`src/rtl/rom_rr_arbiter_pkg.sv`:
```
// Shared constants and helpers for the ROM round-robin arbiter slice.
// Default sizes match the 4x4 ROM instance this arbiter fronts.
package rom_rr_arbiter_pkg;

   localparam int ROM_ADDR_WIDTH = 2;
   localparam int ROM_DATA_WIDTH = 4;
   localparam int ROM_NUM_REQ    = 4;

   // Pointer width for n requesters; never less than one bit.
   function automatic int clog2_req(input int n);
      int w;
      w = 1;
      for (int i = 0; i < 31; i++) begin
         if ((1 << w) < n) begin
            w = w + 1;
         end
      end
      return w;
   endfunction

endpackage

```
`src/rtl/rom_rr_arbiter_rr_pick.sv`:
```
// Combinational round-robin picker: rotate requests so prio_ptr is bit 0,
// isolate the lowest set bit, then rotate the one-hot result back.
module rr_pick
   import rom_rr_arbiter_pkg::*;
#(
   parameter int NUM_REQ = ROM_NUM_REQ,
   parameter int PTR_W   = clog2_req(ROM_NUM_REQ)
) (
   input  logic [NUM_REQ-1:0] req,
   input  logic [PTR_W-1:0]   prio_ptr,
   output logic [NUM_REQ-1:0] gnt
);

   logic [NUM_REQ-1:0] rot_req;
   logic [NUM_REQ-1:0] rot_gnt;

   always_comb begin
      rot_req = '0;
      gnt     = '0;
      for (int k = 0; k < NUM_REQ; k++) begin
         rot_req[k] = req[(int'(prio_ptr) + k) % NUM_REQ];
      end
      rot_gnt = rot_req & (~rot_req + NUM_REQ'(1));
      for (int k = 0; k < NUM_REQ; k++) begin
         gnt[(int'(prio_ptr) + k) % NUM_REQ] = rot_gnt[k];
      end
   end

endmodule

```
`src/rtl/rom_rr_arbiter.sv`:
```
// Round-robin arbiter sharing one registered-read ROM port between requesters;
// read data returns to the winner exactly one cycle after its grant.
module rom_rr_arbiter
   import rom_rr_arbiter_pkg::*;
#(
   parameter int NUM_REQ    = ROM_NUM_REQ,
   parameter int ADDR_WIDTH = ROM_ADDR_WIDTH,
   parameter int DATA_WIDTH = ROM_DATA_WIDTH
) (
   input  logic                          clk,
   input  logic                          rst,
   input  logic                          arb_en,
   input  logic [NUM_REQ-1:0]            req,
   input  logic [NUM_REQ*ADDR_WIDTH-1:0] addr,
   output logic [NUM_REQ-1:0]            gnt,
   output logic [NUM_REQ-1:0]            rsp_valid,
   output logic [DATA_WIDTH-1:0]         rsp_data,
   output logic                          rom_en,
   output logic [ADDR_WIDTH-1:0]         rom_addr,
   input  logic [DATA_WIDTH-1:0]         rom_data
);

   localparam int PTR_W = clog2_req(NUM_REQ);

   logic [PTR_W-1:0]   prio_ptr;
   logic [PTR_W-1:0]   next_ptr;
   logic [NUM_REQ-1:0] rsp_id_q;
   logic [NUM_REQ-1:0] pick_gnt;

   rr_pick #(
      .NUM_REQ (NUM_REQ),
      .PTR_W   (PTR_W)
   ) u_pick (
      .req      (req),
      .prio_ptr (prio_ptr),
      .gnt      (pick_gnt)
   );

   assign gnt    = (arb_en && !rst) ? pick_gnt : '0;
   assign rom_en = |gnt;

   always_comb begin
      next_ptr = prio_ptr;
      rom_addr = '0;
      for (int i = 0; i < NUM_REQ; i++) begin
         if (gnt[i]) begin
            next_ptr = (i == NUM_REQ - 1) ? '0 : PTR_W'(i + 1);
            rom_addr = addr[i*ADDR_WIDTH +: ADDR_WIDTH];
         end
      end
   end

   always_ff @(posedge clk) begin
      if (rst) begin
         prio_ptr <= '0;
         rsp_id_q <= '0;
      end else begin
         prio_ptr <= next_ptr;
         rsp_id_q <= gnt;
      end
   end

   // Reset drops the in-flight response immediately, not one cycle later.
   assign rsp_valid = rst ? '0 : rsp_id_q;
   assign rsp_data  = (!rst && |rsp_id_q) ? rom_data : '0;

endmodule

```
`config.mk`:
```
export PLATFORM = sky130hd
export DESIGN_NAME = rom_rr_arbiter
export DESIGN_NICKNAME = d
export VERILOG_FILES = /design/src/rtl/rom_rr_arbiter_pkg.sv /design/src/rtl/rom_rr_arbiter_rr_pick.sv /design/src/rtl/rom_rr_arbiter.sv
export SDC_FILE = /design/constraint.sdc
export NUM_CORES = 1
export LEC_CHECK = 0
export ABC_CLOCK_PERIOD_IN_PS = 3000
export BUFFER_PORTS_ARGS = -buffer_cell sky130_fd_sc_hd__buf_2
export CORE_ASPECT_RATIO = 0.8
export CORE_MARGIN = 5
export CORE_UTILIZATION = 42
export DETAILED_ROUTE_END_ITERATION = 6
export PLACE_DENSITY = 0.74
export RECOVER_POWER = 100
export SYNTH_ARGS = -nofsm -noshare
export SYNTH_HDL_FRONTEND = slang
export SYNTH_SLANG_ARGS = --single-unit
```
`constraint.sdc`:
```
create_clock -name clk -period 3 [get_ports clk]
set_input_delay 0.6 -clock clk [delete_from_list [all_inputs] [get_ports clk]]
set_output_delay 0.6 -clock clk [all_outputs]
set_load 0.02 [all_outputs]
```
==> impl_metrics.env <==
export IMPL_rows=14
export IMPL_tns_ps=-655
export IMPL_dieArea_sq_um=2930
export IMPL_peakVddDrop_mv=0.314
export IMPL_avgSynthCellArea_sq_um=8.09
export IMPL_grt_max_degree=10
export IMPL_antenna_left=0
export IMPL_grt_ovfl_total=0
export IMPL_gp_congestion=0.874
export IMPL_antenna_found_initial=0
export IMPL_first_global_vias=975
export IMPL_wl_per_cell_microns=13.9
export IMPL_cts_max_level=1
export IMPL_hold_violations=0
export IMPL_seq_area_frac_synth_pct=14.7
export IMPL_crit_arrival_ps=2630
export IMPL_layout_common_cells="20 x buf_4, 17 x buf_2, 13 x inv_1, 11 x buf_6"
export IMPL_num_antenna_cells=0
export IMPL_clk_pin_slew_ps=40
export IMPL_stdcell_count=183
export IMPL_syn_area_sq_um=817
export IMPL_crit_buf_inv=3
export IMPL_synth_nets=127
export IMPL_dpl_instance_area_sq_um=1240
export IMPL_drv_slew=0
export IMPL_pin_count=34
export IMPL_clk_path_buf_depth=2
export IMPL_yosysWarnings=0
export IMPL_nets=187
export IMPL_worstPathRequired_ps=2400
export IMPL_final_area_sq_um=1340
export IMPL_min_period_ps=3230
export IMPL_die_width_microns=59.3
export IMPL_routed_wl_mm=2.55
export IMPL_gr_usage_all_layers_pct=18.4
export IMPL_failed_checks="setup timing"
export IMPL_rsz0062_at_grt="true"
export IMPL_synth_seq_cells=6
export IMPL_synth_edf_count=0
export IMPL_fin_total_pwr_mw=0.644
export IMPL_async_flop_share_pct=0
export IMPL_cp_depth=10
export IMPL_synthCells=101
export IMPL_worstPathCellList="inv_2 -> ha_4 -> or3b_1 -> a2111o_1 -> buf_6 -> nand4_1 -> and4b_4 -> nand4_1 -> a31oi_4 -> buf_6"
export IMPL_min_path_type="input port to register"
export IMPL_drv_cap=0
export IMPL_cts_hold_buffers=0
export IMPL_tritoncts="yes"
export IMPL_initial_core_util_pct=43.6
export IMPL_path_max_fanout=4
export IMPL_drive_above_1_share_pct=47.2
export IMPL_dr_first_iter_drc_count=49
export IMPL_tightest_slew_ps=404
export IMPL_setup_viol=3
export IMPL_crit_path_max_incr_delay_ps=410
export IMPL_via_count=981
export IMPL_vias_per_cell=5.36
export IMPL_numCtsBuffers=3
export IMPL_outcome="finished, violations left"
export IMPL_layout_commonest_cell="buf_4"
export IMPL_core_sq_um=1870
export IMPL_slew_headroom_pct=72.8
export IMPL_endpoint_kind="output pin"
export IMPL_drc=0
export IMPL_crit_family="simple AND/OR/NAND/NOR gates"
export IMPL_placed_cells_incl_taps=176
export IMPL_area_growth_pct=64.3
export IMPL_powerDensity_nw_per_um2=479
export IMPL_start_kind="register"
export IMPL_grt_pass1_wl_mm=4.21
export IMPL_synth_ff_type="dfxtp_1"
export IMPL_fmax_mhz=310
export IMPL_criticalPathCategory="register to output pin"
export IMPL_worst_slack_ps=-230
export IMPL_cellLeakagePower_nw=0.636
export IMPL_reg2reg_depth=10
export IMPL_cts_sinks=6
export IMPL_hpwlAfterDp_mm=2.01
export IMPL_slowest_stage="a2111o_1"
export IMPL_clk_insertion_delay_late_ps=240
export IMPL_die_h_microns=49.5
export IMPL_finClkSkew_ps=3.92
export IMPL_cts_root_buf="clkbuf_4"
export IMPL_port_buffers=33
export IMPL_drt_pre_antenna_iters=4
export IMPL_hold_depth=2
export IMPL_synth_cell_type_count=38
export IMPL_period_share_pct=108
-- what timing repair did --
item / 4_1_cts / 5_1_grt
resized for setup: 19 / 2
setup buffers: 4 / 0
endpoints found under the setup margin: 3 / 6
pin swaps: 12 / 5
-- synthesized netlist by cell type (all sizes together) (2+ instances only) --
master	instances	area share (%)
inv	18	8.3
nor2	8	3.7
nor2b	8	6.1
ha	7	11
dfxtp	6	15
nand2b	5	3.8
and2	4	3.1
nand4	4	3.1
o21ai	4	2.4
a31oi	3	2.3
mux4	3	8.3
nand2	3	1.4
o31ai	3	3.4
a211oi	2	1.8
a311oi	2	2.9
and4b	2	2.9
nand4b	2	2.1
o32a	2	2.5
-- per-layer routing --
metal	wire length (microns)	global-route usage [%]	vias to the layer above
met5	0	0	-
met4	70	9.06	0
met3	175	1.57	8
met2	1170	28.0	37
met1	1130	25.6	448
li1	-	-	488
-- logic make-up after synthesis --
family / Yosys count / share of synthesized area [%]
buffers and inverters: 19 / 9.65
DFF: 6 / 14.7
muxes: 3 / 8.27
and+or+nand+nor: 45 / 34.8
adders and majority gates: 7 / 10.7
AOI/OAI and AO/OA: 21 / 21.9
-- where the power goes --
group	switching, mW	internal, mW	total [mW]	leakage, nW
Combinational	0.236	0.238	0.474	0.573
Clock	0.0242	0.0449	0.0692	0.0138
Sequential	0.00709	0.0937	0.101	0.0497
-- path summary, 6_finish.rpt --
kind               startpoint          end  slack, ps
hold reg to reg   prio_ptr[0]  prio_ptr[0]        770
setup reg to reg  prio_ptr[0]  prio_ptr[0]        550
hold / removal            rst  prio_ptr[1]        620
setup / recovery  prio_ptr[0]  rom_addr[0]       -230
-- sequential cells by signal, summed over array words and instances (netlist names) --
signal	count
prio_ptr	2
rsp_id_q	4
-- layout make-up --
| cell class | count | area [sq um] |
|---|---|---|
| clock buffer | 3 | 22.5 |
| fill | 147 | 532 |
| inverter | 18 | 67.6 |
| multi-input combinational | 76 | 711 |
| sequential | 6 | 123 |
| tap | 24 | 30.0 |
| timing repair buffer | 56 | 389 |
-- stage by stage --
step	hold WS (ps)	worst slack, ps	util (%)
after floorplan	516	-3.83	-
after global placement	662	-223	66.0
after detailed placement	659	-224	66.0
after CTS	620	-273	71.8
after global routing	641	-375	71.6
final	621	-230	71.6
-- worst register-to-register path, cell delays in order, from the launching register on --
cell	delay [ps]
dfxtp_2	330
inv_2	50
ha_4	250
or3b_1	350
a2111o_1	410
buf_6	140
nand4_1	110
and4b_4	280
buf_4	120
o21ai_0	70
a211oi_1	240
(Power assumes the default switching activity.)
